===== src/rtl/blink_pkg.sv =====
// Shared definitions for the blinker remote-control path.
// Command bytes, receiver states and the speed select width.
package blink_pkg;

  localparam int SPEED_W = 3;

  localparam logic [7:0] CMD_RUN     = 8'h52;
  localparam logic [7:0] CMD_PAUSE   = 8'h50;
  localparam logic [7:0] CMD_TOGGLE  = 8'h54;
  localparam logic [7:0] CMD_FASTER  = 8'h2B;
  localparam logic [7:0] CMD_SLOWER  = 8'h2D;
  localparam logic [7:0] CMD_DIGIT0  = 8'h30;
  localparam logic [7:0] CMD_DEFAULT = 8'h21;

  typedef enum logic [2:0] {
    IDLE,
    START,
    DATA,
    STOP,
    BREAK
  } rx_state_e;

endpackage


===== src/rtl/uart_rx.sv =====
// 8N1 UART receiver with input synchronizer and break handling.
// done/data_q expose the accepted byte one clk early for decoding.
module uart_rx
  import blink_pkg::*;
#(
  parameter int CLKS_PER_BIT = 217
) (
  input  logic       clk,
  input  logic       rst_n,
  input  logic       rx,
  output logic [7:0] rx_data,
  output logic       rx_valid,
  output logic       frame_err,
  output logic       done,
  output logic [7:0] data_q
);

  localparam int CW = $clog2(CLKS_PER_BIT);
  localparam logic [CW-1:0] BIT_LAST  = CW'(CLKS_PER_BIT - 1);
  localparam logic [CW-1:0] HALF_LAST = CW'(CLKS_PER_BIT / 2 - 1);

  rx_state_e state;
  logic [1:0] sync;
  logic [CW-1:0] baud;
  logic [2:0] bit_cnt;
  logic [7:0] shreg;
  logic rxs;
  logic bit_end;

  assign rxs     = sync[1];
  assign bit_end = (baud == BIT_LAST);
  assign done    = (state == STOP) && bit_end && rxs;
  assign data_q  = shreg;

  always_ff @(posedge clk) begin
    if (!rst_n) begin
      sync      <= 2'b11;
      state     <= IDLE;
      baud      <= '0;
      bit_cnt   <= '0;
      shreg     <= '0;
      rx_data   <= '0;
      rx_valid  <= 1'b0;
      frame_err <= 1'b0;
    end else begin
      sync      <= {sync[0], rx};
      rx_valid  <= 1'b0;
      frame_err <= 1'b0;
      case (state)
        IDLE: begin
          if (!rxs) begin
            state   <= START;
            baud    <= '0;
            bit_cnt <= '0;
          end
        end
        START: begin
          if (baud == HALF_LAST) begin
            baud  <= '0;
            state <= rxs ? IDLE : DATA;
          end else begin
            baud <= baud + 1'b1;
          end
        end
        DATA: begin
          if (bit_end) begin
            baud    <= '0;
            shreg   <= {rxs, shreg[7:1]};
            bit_cnt <= bit_cnt + 1'b1;
            if (bit_cnt == 3'd7) state <= STOP;
          end else begin
            baud <= baud + 1'b1;
          end
        end
        STOP: begin
          if (bit_end) begin
            baud <= '0;
            if (rxs) begin
              rx_data  <= shreg;
              rx_valid <= 1'b1;
              state    <= IDLE;
            end else begin
              frame_err <= 1'b1;
              state     <= BREAK;
            end
          end else begin
            baud <= baud + 1'b1;
          end
        end
        // a held-low line reports once, then waits for idle
        BREAK: begin
          if (rxs) state <= IDLE;
        end
        default: state <= IDLE;
      endcase
    end
  end

endmodule


===== src/rtl/uart_blink_ctrl.sv =====
// UART command front end for the walking-one blinker.
// Decodes received bytes into run and speed_idx registers.
module uart_blink_ctrl
  import blink_pkg::*;
#(
  parameter int CLK_FREQ = 25_000_000,
  parameter int BAUD     = 115_200
) (
  input  logic               clk,
  input  logic               rst_n,
  input  logic               rx,
  output logic               run,
  output logic [SPEED_W-1:0] speed_idx,
  output logic [7:0]         rx_data,
  output logic               rx_valid,
  output logic               frame_err,
  output logic               cmd_err
);

  localparam int CLKS_PER_BIT = CLK_FREQ / BAUD;

  logic done;
  logic [7:0] b;
  logic run_n;
  logic [SPEED_W-1:0] spd_n;
  logic known;

  uart_rx #(
    .CLKS_PER_BIT(CLKS_PER_BIT)
  ) u_rx (
    .clk      (clk),
    .rst_n    (rst_n),
    .rx       (rx),
    .rx_data  (rx_data),
    .rx_valid (rx_valid),
    .frame_err(frame_err),
    .done     (done),
    .data_q   (b)
  );

  always_comb begin
    run_n = run;
    spd_n = speed_idx;
    known = 1'b1;
    unique case (1'b1)
      (b == CMD_RUN):    run_n = 1'b1;
      (b == CMD_PAUSE):  run_n = 1'b0;
      (b == CMD_TOGGLE): run_n = ~run;
      (b == CMD_FASTER): begin
        if (speed_idx != '1) spd_n = speed_idx + SPEED_W'(1);
      end
      (b == CMD_SLOWER): begin
        if (speed_idx != '0) spd_n = speed_idx - SPEED_W'(1);
      end
      (b[7:3] == CMD_DIGIT0[7:3]): spd_n = b[SPEED_W-1:0];
      (b == CMD_DEFAULT): begin
        run_n = 1'b1;
        spd_n = '0;
      end
      default: known = 1'b0;
    endcase
  end

  always_ff @(posedge clk) begin
    if (!rst_n) begin
      run       <= 1'b1;
      speed_idx <= '0;
      cmd_err   <= 1'b0;
    end else begin
      cmd_err <= 1'b0;
      if (done) begin
        run       <= run_n;
        speed_idx <= spd_n;
        cmd_err   <= ~known;
      end
    end
  end

endmodule


===== config.mk =====
export PLATFORM = sky130hd
export DESIGN_NAME = uart_blink_ctrl
export DESIGN_NICKNAME = d
export VERILOG_FILES = /design/src/rtl/blink_pkg.sv /design/src/rtl/uart_rx.sv /design/src/rtl/uart_blink_ctrl.sv
export SDC_FILE = /design/constraint.sdc
export NUM_CORES = 1
export LEC_CHECK = 0
export CAP_MARGIN = 20
export CELL_PAD_IN_SITES_DETAIL_PLACEMENT = 1
export CELL_PAD_IN_SITES_GLOBAL_PLACEMENT = 1
export CORE_ASPECT_RATIO = 0.5
export CORE_MARGIN = 2
export CORE_UTILIZATION = 28
export DETAILED_ROUTE_END_ITERATION = 6
export DONT_BUFFER_PORTS = 1
export GPL_TIMING_DRIVEN = 0
export PLACE_DENSITY_LB_ADDON = 0.1
export SYNTH_ARGS = -nofsm -noshare
export SYNTH_HDL_FRONTEND = slang
export SYNTH_HIERARCHICAL = 1
export SYNTH_SLANG_ARGS = --single-unit

===== constraint.sdc =====
create_clock -name clk -period 4.6 [get_ports clk]
set_input_delay 0.92 -clock clk [delete_from_list [all_inputs] [get_ports clk]]
set_output_delay 0.92 -clock clk [all_outputs]
set_load 0.03 [all_outputs]

==> flow_results.xml, run 1 <==
<?xml version="1.0" encoding="UTF-8"?>
<metrics>
  <group name="routing">
    <metric name="met3_wirelength" unit="µm">143</metric>
    <metric name="avgViaCountPerCell" unit="">4.87</metric>
    <metric name="drc" unit="">0</metric>
    <metric name="ant_nets" unit="">0</metric>
    <metric name="route.vias.total" unit="">1587</metric>
    <metric name="drt_first_iter_violations" unit="">50</metric>
    <metric name="met2WireLength" unit="µm">2260</metric>
    <metric name="routed_wire_length_per_instance" unit="µm">15.5</metric>
    <metric name="drt-total-wl" unit="µm">5060</metric>
    <metric name="top_signal_layer_used" unit="">met4</metric>
    <metric name="routedLengthMet1" unit="µm">2580</metric>
    <metric name="drtPass1Iterations" unit="">4</metric>
  </group>
  <group name="cts">
    <metric name="clkSlewWorstSetupHoldPaths" unit="ns">0.06</metric>
    <metric name="numClockSinks" unit="">39</metric>
    <metric name="cts_hold_repair.buffers" unit="">0</metric>
    <metric name="clock_insertion_delay_worst_skew" unit="ns">0.28</metric>
    <metric name="post_cts.repair.setup_buffers" unit="">0</metric>
    <metric name="ctsResizeCount" unit="">0</metric>
    <metric name="clk_path_buf_depth" unit="">2</metric>
    <metric name="htree_levels" unit="">2</metric>
    <metric name="root_buffer" unit="">sky130_fd_sc_hd__clkbuf_16</metric>
    <metric name="tritoncts" unit="">yes</metric>
    <metric name="cts_buffers" unit="">5</metric>
  </group>
  <group name="synth">
    <metric name="synth_warnings" unit="">6</metric>
    <metric name="yosys_most_used_dff" unit="">sky130_fd_sc_hd__dfxtp_1</metric>
    <metric name="synth-seq-cells" unit="">39</metric>
    <metric name="syn_nets" unit="">231</metric>
    <metric name="synthDistinctLibCells" unit="">55</metric>
    <metric name="synth-seq-area-share" unit="%">37.7</metric>
    <metric name="syn-mean-instance-area" unit="µm²">9.28</metric>
    <metric name="synth_largest_area_cell" unit="">sky130_fd_sc_hd__dfxtp_1</metric>
    <metric name="yosysTopAreaCellShare" unit="%">37.7</metric>
    <metric name="count_of_mapped_cells_out_of_synthesis" unit="">223</metric>
    <metric name="synth-async-reset-ratio" unit="%">0</metric>
    <metric name="edff_count_synth" unit="">0</metric>
    <metric name="mapped_area" unit="µm²">2070</metric>
    <metric name="yosys-top-cells-area" unit="">sky130_fd_sc_hd__dfxtp_1 (38%), sky130_fd_sc_hd__mux2i_1 (4.8%), sky130_fd_sc_hd__nand2_1 (4.0%)</metric>
  </group>
  <group name="floorplan">
    <metric name="rows" unit="">22</metric>
    <metric name="die_area" unit="µm²">8140</metric>
    <metric name="dieHeight" unit="µm">64.8</metric>
    <metric name="design.core.area" unit="µm²">7240</metric>
    <metric name="floorplan.die.width" unit="µm">126</metric>
    <metric name="start_util" unit="%">28.6</metric>
    <metric name="io-pin-count" unit="">18</metric>
  </group>
  <group name="global_routing">
    <metric name="number_of_antenna_violations_at_the_first_check_in_global_routing" unit="">0</metric>
    <metric name="largest_net_degree_at_the_start_of_global_routing" unit="">12</metric>
    <metric name="global_route.usage.total" unit="%">13.5</metric>
    <metric name="gr-total-overflow" unit="">0</metric>
    <metric name="global_route_wire_length_before_repair" unit="µm">8590</metric>
    <metric name="first_global_vias" unit="">1726</metric>
  </group>
  <group name="critical_path">
    <metric name="worst_path_dominant_cell_family" unit="">simple AND/OR/NAND/NOR gates</metric>
    <metric name="path_class" unit="">reg2reg</metric>
    <metric name="critical-path-top-cell-by-count" unit="">sky130_fd_sc_hd__a311oi_1</metric>
    <metric name="worst-path-buf-inv" unit="">0</metric>
    <metric name="cp-end-kind" unit="">flop</metric>
    <metric name="cp_cell_instances" unit="">nor3b_4 &gt; nand3b_1 &gt; or2_1 &gt; fa_1 &gt; xnor2_1 &gt; nand2b_1 &gt; a21boi_0 &gt; a311oi_1 &gt; a311oi_1</metric>
    <metric name="cp-start-kind" unit="">flop</metric>
    <metric name="cp.required" unit="ns">4.79</metric>
    <metric name="worstPathMaxFanout" unit="">5</metric>
    <metric name="worst_path_largest_cell_delay" unit="ns">0.39</metric>
    <metric name="timing.critical_path.arrival" unit="ns">2.82</metric>
    <metric name="slowest_stage" unit="">sky130_fd_sc_hd__dfxtp_1</metric>
  </group>
  <group name="power_and_ir_drop">
    <metric name="cellPowerDensity" unit="nW/µm²">307</metric>
    <metric name="share_comb_of_total_power" unit="%">3.8</metric>
    <metric name="p_leak" unit="nW">0.824</metric>
    <metric name="intPower" unit="W">0.000562</metric>
    <metric name="pwr-share-clk" unit="%">48.4</metric>
    <metric name="maximum_vdd_ir_drop" unit="V">0.000121</metric>
    <metric name="seqPwrFrac" unit="%">47.8</metric>
    <metric name="power_switching_share" unit="%">21.6</metric>
    <metric name="switching_power" unit="W">0.000154</metric>
  </group>
  <group name="cells_and_area">
    <metric name="drive_above_1_share" unit="%">12.2</metric>
    <metric name="fillers" unit="">834</metric>
    <metric name="syn2layout_area_growth" unit="%">12.8</metric>
    <metric name="layout.nets" unit="">238</metric>
    <metric name="post-route-util" unit="%">32.2</metric>
    <metric name="antenna-diode-count" unit="">0</metric>
    <metric name="seq_area" unit="µm²">781</metric>
    <metric name="stdcell_area" unit="µm²">2330</metric>
    <metric name="multi_input_area" unit="µm²">1160</metric>
  </group>
  <group name="timing">
    <metric name="worst_clock_skew" unit="ns">0.00676</metric>
    <metric name="final-hold-violation-count" unit="">0</metric>
    <metric name="period_minus_slack" unit="ns">2.62</metric>
    <metric name="slew_violations" unit="">0</metric>
    <metric name="timing.max_slew.rel_slack" unit="%">63.7</metric>
    <metric name="setup_repair_after_global_routing_missed_its_margin" unit="">false</metric>
    <metric name="slew_of_the_pin_with_the_lowest_slew_margin" unit="ns">0.542</metric>
    <metric name="setup-violations-final" unit="">0</metric>
    <metric name="worst_setup_slack_after_layout" unit="ns">1.98</metric>
    <metric name="timing.final.crit_share" unit="%">57.0</metric>
    <metric name="tns" unit="ns">0</metric>
    <metric name="timing.fmax" unit="MHz">382</metric>
  </group>
  <group name="place">
    <metric name="pre_cts_ws" unit="ns">1.92</metric>
    <metric name="gp_congestion" unit="">0.744</metric>
    <metric name="port_buffers" unit="">0</metric>
    <metric name="place_hpwl" unit="µm">3660</metric>
    <metric name="dpl-instance-area" unit="µm²">2190</metric>
  </group>
  <group name="run">
    <metric name="cap_violations" unit="">0</metric>
  </group>
  <group name="status">
    <metric name="status" unit="">complete, no violations</metric>
  </group>
  <group name="hold_path">
    <metric name="min-delay-path-class" unit="">reg2reg</metric>
  </group>
</metrics>
-- per-stage QoR --
| step | power [W] | hold slack (ns) | std cells |
|---|---|---|---|
| floorplan | 0.000370 | 0.386 | 223 |
| global placement | 0.000378 | 0.397 | 319 |
| detailed placement | 0.000378 | 0.401 | 319 |
| CTS | 0.000734 | 0.418 | 326 |
| global route | 0.000752 | 0.441 | 326 |
| finish | 0.000716 | 0.413 | 326 |
-- power by group through the flow --
stage                     registers [W]  logic (W)  clock network [W]
after floorplan                0.000349  0.0000210                  0
after global placement         0.000350  0.0000278                  0
after detailed placement       0.000350  0.0000278                  0
after CTS                      0.000342  0.0000280           0.000363
after global routing           0.000343  0.0000302           0.000379
final                          0.000343  0.0000272           0.000347
-- cells in the mapped netlist, types with 3 or more instances --
library cell / n
sky130_fd_sc_hd__mux2i_1: 10
sky130_fd_sc_hd__nand3b_1: 4
sky130_fd_sc_hd__xnor2_1: 9
sky130_fd_sc_hd__a311oi_1: 3
sky130_fd_sc_hd__nand3_1: 13
sky130_fd_sc_hd__nand2_1: 22
sky130_fd_sc_hd__nand2b_1: 5
sky130_fd_sc_hd__o21ai_0: 5
sky130_fd_sc_hd__nor2b_1: 10
sky130_fd_sc_hd__buf_6: 5
sky130_fd_sc_hd__nor2_1: 14
sky130_fd_sc_hd__nor3_1: 5
sky130_fd_sc_hd__buf_4: 3
sky130_fd_sc_hd__inv_1: 8
sky130_fd_sc_hd__ha_1: 4
sky130_fd_sc_hd__nor3b_4: 3
sky130_fd_sc_hd__a21oi_1: 4
sky130_fd_sc_hd__dfxtp_1: 39
sky130_fd_sc_hd__o21ai_1: 12
sky130_fd_sc_hd__and3_1: 3
-- path summary, 6_finish.rpt --
path | startpoint | endpoint | slack, ns | cells after the start
min reg2reg | u_rx/sync[0] | u_rx/sync[1] | 0.41 | 1
max reg2reg | u_rx/data_q[5] | speed_idx[2] | 1.98 | 9
min | u_rx/sync[0] | u_rx/sync[1] | 0.41 | 1
max | u_rx/data_q[5] | speed_idx[2] | 1.98 | 9
-- layer usage --
layer / up-vias / global-route usage, %
met5: - / 0
met4: 0 / 5.14
met3: 8 / 4.21
met2: 9 / 21.9
met1: 768 / 17.0
li1: 802 / -
-- sequential cells by signal, summed over array words and instances (netlist names) --
name	cells
cmd_err	1
run	1
speed_idx	3
u_rx/baud	8
u_rx/bit_cnt	3
u_rx/data_q	8
u_rx/frame_err	1
u_rx/rx_data	8
u_rx/rx_valid	1
u_rx/state	3
u_rx/sync	2
-- cells by family (layout without fill, tap and decap cells) --
group,after synthesis,count (layout),synth area share [%]
and+or+nand+nor,100,100,29.4
muxes,10,10,4.84
xor gates and xnor gates,9,9,3.81
DFF,39,39,37.7
buffers and inverters,20,27,6.05
AOI/OAI and AO/OA,40,40,14.8
adders and majority gates,5,5,3.39
-- cell type report --
cell class              instances  share of cell area (%)
inverters                       8                    1.29
well taps                      96                    5.15
plain buffers                  12                    4.08
multi-input cells             164                    49.9
clock buffers                   6                    5.95
clock inverters                 1                   0.214
flip-flops and latches         39                    33.5
-- layout by cell type (no fill, tap or decap), types with 5 or more instances in the layout --
cell                        count
sky130_fd_sc_hd__mux2i_1       10
sky130_fd_sc_hd__dfxtp_1       39
sky130_fd_sc_hd__nor3_1         5
sky130_fd_sc_hd__clkbuf_16      5
sky130_fd_sc_hd__o21ai_0        5
sky130_fd_sc_hd__inv_1          8
sky130_fd_sc_hd__o21ai_1       12
sky130_fd_sc_hd__buf_6          5
sky130_fd_sc_hd__nand3_1       13
sky130_fd_sc_hd__nand2b_1       5
sky130_fd_sc_hd__xnor2_1        9
sky130_fd_sc_hd__nand2_1       22
sky130_fd_sc_hd__nor2_1        14
sky130_fd_sc_hd__nor2b_1       10
Power figures use the tool's default switching activity.
==> inputs of run 2 (changes only) <==
ABC_AREA = 1   (was not set)
clock period = 2.36 ns   (was 4.6 ns; I/O delays follow)
==> run 2 against run 1 <==
Effect of this change: sequential share of layout area up 0.20 points; critical path depth up 1; clock skew about the same; fmax up 35%; global-route usage up 0.055 points; cell count up 17%; cell area down 0.59%; critical endpoint unchanged; first-iteration DRC count down 4.0%; largest cell class unchanged.
==> flow_results.xml, run 2 <==
<?xml version="1.0" encoding="UTF-8"?>
<metrics>
  <group name="global_routing">
    <metric name="global_route.usage.total" unit="%">13.6</metric>
    <metric name="first_global_vias" unit="">1796</metric>
    <metric name="gr-total-overflow" unit="">0</metric>
    <metric name="grt.met2_usage" unit="%">21.8</metric>
    <metric name="global_route_wire_length_before_repair" unit="µm">8640</metric>
    <metric name="number_of_antenna_violations_at_the_first_check_in_global_routing" unit="">0</metric>
    <metric name="grtUsageMet3" unit="%">4.38</metric>
    <metric name="largest_net_degree_at_the_start_of_global_routing" unit="">15</metric>
    <metric name="busiest_metal_layer_after_global_routing" unit="">met2</metric>
    <metric name="met1_usage" unit="%">17.4</metric>
  </group>
  <group name="timing">
    <metric name="tns" unit="ns">0</metric>
    <metric name="period_minus_slack" unit="ns">1.94</metric>
    <metric name="final-hold-violation-count" unit="">0</metric>
    <metric name="slew_violations" unit="">0</metric>
    <metric name="setup_repair_after_global_routing_missed_its_margin" unit="">false</metric>
    <metric name="timing.final.crit_share" unit="%">82.3</metric>
    <metric name="slew_of_the_pin_with_the_lowest_slew_margin" unit="ns">0.477</metric>
    <metric name="worst_clock_skew" unit="ns">0.00633</metric>
    <metric name="timing.max_slew.rel_slack" unit="%">68.2</metric>
    <metric name="timing.fmax" unit="MHz">515</metric>
    <metric name="setup-violations-final" unit="">0</metric>
  </group>
  <group name="synth">
    <metric name="edff_count_synth" unit="">0</metric>
    <metric name="synthMostInstantiatedCell" unit="">sky130_fd_sc_hd__nand2_1</metric>
    <metric name="yosysTopAreaCellShare" unit="%">38.1</metric>
    <metric name="syn_nets" unit="">289</metric>
    <metric name="yosys_most_used_dff" unit="">sky130_fd_sc_hd__dfxtp_1</metric>
    <metric name="synth_warnings" unit="">6</metric>
    <metric name="synth_top_cells_by_count" unit="">sky130_fd_sc_hd__nand2_1 (47), sky130_fd_sc_hd__dfxtp_1 (39), sky130_fd_sc_hd__inv_1 (39)</metric>
    <metric name="synthDistinctLibCells" unit="">32</metric>
    <metric name="mapped_area" unit="µm²">2050</metric>
    <metric name="synth_largest_area_cell" unit="">sky130_fd_sc_hd__dfxtp_1</metric>
    <metric name="synth-async-reset-ratio" unit="%">0</metric>
    <metric name="count_of_mapped_cells_out_of_synthesis" unit="">281</metric>
    <metric name="yosys-top-cells-area" unit="">sky130_fd_sc_hd__dfxtp_1 (38%), sky130_fd_sc_hd__nand2_1 (8.6%), sky130_fd_sc_hd__inv_1 (7.1%)</metric>
    <metric name="synth-seq-area-share" unit="%">38.1</metric>
    <metric name="syn-mean-instance-area" unit="µm²">7.29</metric>
    <metric name="synth-seq-cells" unit="">39</metric>
  </group>
  <group name="place">
    <metric name="place_hpwl" unit="µm">3800</metric>
    <metric name="port_buffers" unit="">0</metric>
    <metric name="gp_congestion" unit="">0.824</metric>
  </group>
  <group name="cells_and_area">
    <metric name="layout.cells.most_common" unit="">sky130_fd_sc_hd__nand2_1</metric>
    <metric name="syn2layout_area_growth" unit="%">13.3</metric>
    <metric name="layout.nets" unit="">296</metric>
    <metric name="fillers" unit="">860</metric>
    <metric name="most-common-layout-cells" unit="">sky130_fd_sc_hd__nand2_1 (47), sky130_fd_sc_hd__inv_1 (39), sky130_fd_sc_hd__dfxtp_1 (39)</metric>
    <metric name="antenna-diode-count" unit="">0</metric>
    <metric name="drive_above_1_share" unit="%">15.9</metric>
  </group>
  <group name="cts">
    <metric name="clk_path_buf_depth" unit="">2</metric>
    <metric name="clkSlewWorstSetupHoldPaths" unit="ns">0.06</metric>
    <metric name="numClockSinks" unit="">39</metric>
    <metric name="clock_insertion_delay_worst_skew" unit="ns">0.29</metric>
    <metric name="cts_hold_repair.buffers" unit="">0</metric>
    <metric name="root_buffer" unit="">sky130_fd_sc_hd__clkbuf_16</metric>
    <metric name="ctsResizeCount" unit="">0</metric>
    <metric name="tritoncts" unit="">yes</metric>
    <metric name="cts_buffers" unit="">5</metric>
    <metric name="htree_levels" unit="">2</metric>
    <metric name="post_cts.repair.setup_buffers" unit="">0</metric>
  </group>
  <group name="floorplan">
    <metric name="rows" unit="">21</metric>
    <metric name="io-pin-count" unit="">18</metric>
    <metric name="design.core.area" unit="µm²">6880</metric>
    <metric name="dieHeight" unit="µm">64.5</metric>
    <metric name="floorplan.die.width" unit="µm">125</metric>
    <metric name="start_util" unit="%">29.8</metric>
    <metric name="die_area" unit="µm²">8060</metric>
  </group>
  <group name="critical_path">
    <metric name="cp-end-kind" unit="">flop</metric>
    <metric name="cp.required" unit="ns">2.54</metric>
    <metric name="cp_cell_instances" unit="">nand2_2 &gt; nor2_4 &gt; nand2_2 &gt; fa_1 &gt; xnor2_1 &gt; nand3_1 &gt; nand3_1 &gt; nand2_1 &gt; nor2_1 &gt; nor2_2</metric>
    <metric name="slowest_stage" unit="">sky130_fd_sc_hd__dfxtp_1</metric>
    <metric name="timing.critical_path.arrival" unit="ns">2.12</metric>
    <metric name="worstPathMaxFanout" unit="">6</metric>
    <metric name="path_class" unit="">reg2reg</metric>
    <metric name="worst_path_largest_cell_delay" unit="ns">0.45</metric>
    <metric name="cp-start-kind" unit="">flop</metric>
  </group>
  <group name="routing">
    <metric name="drt-total-wl" unit="µm">4910</metric>
    <metric name="drt_first_iter_violations" unit="">48</metric>
    <metric name="drtPass1Iterations" unit="">4</metric>
    <metric name="route.vias.total" unit="">1757</metric>
    <metric name="routed_wire_length_per_instance" unit="µm">12.9</metric>
    <metric name="ant_nets" unit="">0</metric>
    <metric name="drc" unit="">0</metric>
    <metric name="avgViaCountPerCell" unit="">4.61</metric>
  </group>
  <group name="hold_path">
    <metric name="min-delay-path-class" unit="">in2reg</metric>
  </group>
  <group name="power_and_ir_drop">
    <metric name="report.power.total" unit="W">0.00173</metric>
    <metric name="p_leak" unit="nW">0.945</metric>
    <metric name="cellPowerDensity" unit="nW/µm²">744</metric>
    <metric name="maximum_vdd_ir_drop" unit="V">0.000248</metric>
  </group>
  <group name="run">
    <metric name="cap_violations" unit="">0</metric>
  </group>
  <group name="status">
    <metric name="status" unit="">complete, no violations</metric>
  </group>
</metrics>
==> run 2: path summary, 6_finish.rpt <==
path	cells past startpoint	startpoint	end	slack (ns)
hold / removal	1	rst_n	run	0.28
setup / recovery	10	u_rx/data_q[2]	speed_idx[2]	0.42
setup reg to reg	10	u_rx/data_q[2]	speed_idx[2]	0.42
hold reg to reg	1	u_rx/sync[0]	u_rx/sync[1]	0.41
==> run 2: cell type report <==
| class | instances | area [µm²] | area share, % |
|---|---|---|---|
| multi-input combinational | 194 | 1050 | 45.4 |
| inverter | 43 | 161 | 6.96 |
| sequential | 39 | 781 | 33.7 |
| tap | 92 | 115 | 4.96 |
| buffer | 5 | 52.6 | 2.27 |
| clock buffer | 8 | 156 | 6.74 |
==> run 2: per-stage QoR <==
step / hold WS, ns / util (%) / cells / setup slack, ns / cell area [µm²]
floorplan: 0.393 / - / 281 / 0.638 / 2050
global placement: 0.397 / 31.4 / 373 / 0.513 / 2160
detailed placement: 0.402 / 31.4 / 373 / 0.447 / 2160
CTS: 0.268 / 33.7 / 381 / 0.425 / 2320
global route: 0.268 / 33.7 / 381 / 0.267 / 2320
finish: 0.278 / 33.7 / 381 / 0.418 / 2320
==> run 2: metal layers <==
| metal | vias up | share of wire (%) |
|---|---|---|
| met5 | - | 0 |
| met1 | 822 | 52 |
| met4 | 0 | 1.3 |
| met2 | 13 | 44 |
| li1 | 915 | - |
| met3 | 7 | 2.9 |
==> run 2: where the power goes <==
part | total, W | internal [W] | switching, W
Sequential | 0.000713 | 0.000684 | 0.0000284
Clock | 0.000722 | 0.000450 | 0.000272
Combinational | 0.000291 | 0.0000853 | 0.000205
Total | 0.00173 | 0.00122 | 0.000505
==> run 2: critical path, delay by kind of cell, from the launching register on <==
family | cells | cell delay, ns
xor gates and xnor gates | 1 | 0.20
adders and majority gates | 1 | 0.39
DFF | 1 | 0.45
and+or+nand+nor | 8 | 0.79
==> run 2: cell families after synthesis <==
| kind of cell | count (synthesis) | synth area share [%] |
|---|---|---|
| XOR/XNOR | 2 | 0.855 |
| AND/OR/NAND/NOR | 133 | 33.2 |
| AO/OA/AOI/OAI | 54 | 14.0 |
| flip-flops | 39 | 38.1 |
| adder cells (fa/ha/maj) | 5 | 3.42 |
| buffers and inverters | 48 | 10.4 |
==> inputs of run 3 (changes only) <==
clock period = 1.7 ns   (was 2.36 ns; I/O delays follow)
==> run 3 against run 2 <==
Effect of this change: cell area rose by 10%; worst hold slack worse by 0.14 ns; worst setup slack worse by 0.35 ns.
==> flow_results.xml, run 3 (synthesis results as in run 2) <==
<?xml version="1.0" encoding="UTF-8"?>
<metrics>
  <group name="routing">
    <metric name="drt-total-wl" unit="µm">5260</metric>
    <metric name="drtPass1Iterations" unit="">4</metric>
    <metric name="route.vias.total" unit="">1844</metric>
    <metric name="ant_nets" unit="">0</metric>
    <metric name="routedLengthMet1" unit="µm">2620</metric>
    <metric name="routed_wire_length_per_instance" unit="µm">13.1</metric>
    <metric name="drc" unit="">0</metric>
    <metric name="top_signal_layer_used" unit="">met4</metric>
    <metric name="drt_first_iter_violations" unit="">37</metric>
    <metric name="met3_wirelength" unit="µm">166</metric>
    <metric name="avgViaCountPerCell" unit="">4.60</metric>
    <metric name="met2WireLength" unit="µm">2390</metric>
  </group>
  <group name="timing">
    <metric name="worst_clock_skew" unit="ns">0.00532</metric>
    <metric name="tns" unit="ns">0</metric>
    <metric name="worst_setup_slack_after_layout" unit="ns">0.0701</metric>
    <metric name="timing.fmax" unit="MHz">614</metric>
    <metric name="final-hold-violation-count" unit="">0</metric>
    <metric name="slew_of_the_pin_with_the_lowest_slew_margin" unit="ns">0.485</metric>
    <metric name="timing.max_slew.rel_slack" unit="%">67.7</metric>
    <metric name="timing.final.crit_share" unit="%">95.9</metric>
    <metric name="setup-violations-final" unit="">0</metric>
    <metric name="slew_violations" unit="">0</metric>
    <metric name="setup_repair_after_global_routing_missed_its_margin" unit="">true</metric>
    <metric name="period_minus_slack" unit="ns">1.63</metric>
  </group>
  <group name="cells_and_area">
    <metric name="antenna-diode-count" unit="">0</metric>
    <metric name="most-common-layout-cells" unit="">sky130_fd_sc_hd__nand2_1 (45), sky130_fd_sc_hd__inv_1 (36), sky130_fd_sc_hd__dfxtp_1 (27)</metric>
    <metric name="syn2layout_area_growth" unit="%">25.1</metric>
    <metric name="layout.cells.most_common" unit="">sky130_fd_sc_hd__nand2_1</metric>
    <metric name="layout.nets" unit="">316</metric>
    <metric name="instances_no_fill" unit="">401</metric>
    <metric name="drive_above_1_share" unit="%">28.8</metric>
  </group>
  <group name="place">
    <metric name="place_hpwl" unit="µm">3770</metric>
    <metric name="pre_cts_ws" unit="ns">-0.236</metric>
    <metric name="gp_congestion" unit="">0.825</metric>
    <metric name="place_inst" unit="">373</metric>
    <metric name="port_buffers" unit="">0</metric>
  </group>
  <group name="floorplan">
    <metric name="die_area" unit="µm²">8060</metric>
    <metric name="design.core.area" unit="µm²">6880</metric>
    <metric name="floorplan.die.width" unit="µm">125</metric>
    <metric name="dieHeight" unit="µm">64.5</metric>
    <metric name="rows" unit="">21</metric>
    <metric name="start_util" unit="%">29.8</metric>
    <metric name="io-pin-count" unit="">18</metric>
  </group>
  <group name="run">
    <metric name="cap_violations" unit="">0</metric>
  </group>
  <group name="power_and_ir_drop">
    <metric name="p_leak" unit="nW">1.08</metric>
    <metric name="cellPowerDensity" unit="nW/µm²">939</metric>
    <metric name="report.power.total" unit="W">0.00241</metric>
    <metric name="maximum_vdd_ir_drop" unit="V">0.000337</metric>
  </group>
  <group name="cts">
    <metric name="numClockSinks" unit="">39</metric>
    <metric name="root_buffer" unit="">sky130_fd_sc_hd__clkbuf_16</metric>
    <metric name="htree_levels" unit="">2</metric>
    <metric name="cts_hold_repair.buffers" unit="">0</metric>
    <metric name="clk_path_buf_depth" unit="">2</metric>
    <metric name="cts_buffers" unit="">5</metric>
    <metric name="clkSlewWorstSetupHoldPaths" unit="ns">0.06</metric>
    <metric name="tritoncts" unit="">yes</metric>
    <metric name="clock_insertion_delay_worst_skew" unit="ns">0.29</metric>
  </group>
  <group name="critical_path">
    <metric name="worst_r2r_startpoint" unit="">speed_idx[0]</metric>
    <metric name="slowest_stage" unit="">sky130_fd_sc_hd__dfxtp_2</metric>
    <metric name="worst_path_largest_cell_delay" unit="ns">0.43</metric>
    <metric name="cp.required" unit="ns">1.89</metric>
    <metric name="timing.critical_path.arrival" unit="ns">1.82</metric>
    <metric name="crit-reg2reg-capture" unit="">speed_idx[2]</metric>
    <metric name="r2r_slack" unit="ns">0.07</metric>
    <metric name="cp_cell_instances" unit="">inv_1 &gt; fa_2 &gt; xnor2_2 &gt; inv_1 &gt; nand2_1 &gt; nand3_2 &gt; nand2_2 &gt; nor2_2 &gt; nor2_2</metric>
    <metric name="path_class" unit="">reg2reg</metric>
    <metric name="cp-end-kind" unit="">flop</metric>
    <metric name="worst_path_dominant_cell_family" unit="">flip-flops</metric>
    <metric name="worstPathMaxFanout" unit="">4</metric>
    <metric name="cp-start-kind" unit="">flop</metric>
    <metric name="worst-path-buf-inv" unit="">2</metric>
    <metric name="ff2ff_path_depth" unit="">9</metric>
  </group>
  <group name="global_routing">
    <metric name="largest_net_degree_at_the_start_of_global_routing" unit="">12</metric>
    <metric name="global_route.usage.total" unit="%">14.2</metric>
    <metric name="global_route_wire_length_before_repair" unit="µm">8890</metric>
    <metric name="first_global_vias" unit="">1869</metric>
    <metric name="number_of_antenna_violations_at_the_first_check_in_global_routing" unit="">0</metric>
    <metric name="gr-total-overflow" unit="">0</metric>
  </group>
  <group name="hold_path">
    <metric name="hold-path-cell-count" unit="">1</metric>
    <metric name="worstHoldEndpoint" unit="">run</metric>
    <metric name="min-delay-path-class" unit="">in2reg</metric>
    <metric name="worstHoldStart" unit="">rst_n</metric>
  </group>
  <group name="status">
    <metric name="status" unit="">complete, no violations</metric>
  </group>
</metrics>
[run 3: through the flow]
stage / util (%) / hold slack, ns / area (µm²)
3_3_place_gp: 31.4 / 0.396 / 2160
4_1_cts: 35.9 / 0.134 / 2470
6_report: 37.2 / 0.142 / 2560
3_5_place_dp: 31.4 / 0.402 / 2160
2_1_floorplan: - / 0.393 / 2050
5_1_grt: 37.2 / 0.134 / 2560
[run 3: what timing repair did]
action                                  in CTS  in global routing
endpoints found under the setup margin       3                 12
gates cloned                                 0                  0
gates resized for setup                     23                 13
buffers inserted                            13                  7
pin swaps                                   14                 13
[run 3: area by class of cell]
| cell class | count | area, µm² |
|---|---|---|
| flip-flops and latches | 39 | 811 |
| repair buffers | 20 | 150 |
| fillers | 850 | 4320 |
| inverters | 43 | 164 |
| well taps | 92 | 115 |
| clock buffers | 8 | 156 |
| plain buffers | 5 | 55.1 |
| multi-input cells | 194 | 1110 |
[run 3: routing by layer]
metal	vias up	track usage, %
li1	958	-
met1	867	17.4
met2	12	24.0
met3	7	4.13
met4	0	5.42
met5	-	0
[run 3: where the power goes]
group	internal (W)	switching, W	leakage, nW
clock	0.000626	0.000391	0.0772
sequential	0.000942	0.0000393	0.323
combinational	0.000119	0.000288	0.684
total	0.00169	0.000719	1.08
[run 3: worst max path at each step]
stage | cells after the start | startpoint | slack (ns) | endpoint
detailed placement | 10 | u_rx/data_q[2] | -0.24 | speed_idx[2]
CTS | 11 | u_rx/data_q[1] | -0.1 | speed_idx[2]
finish | 9 | speed_idx[0] | 0.07 | speed_idx[2]
global placement | 10 | u_rx/data_q[2] | -0.15 | speed_idx[2]
floorplan | 10 | u_rx/data_q[2] | 0.01 | speed_idx[2]
global route | 12 | u_rx/data_q[1] | -0.06 | speed_idx[2]
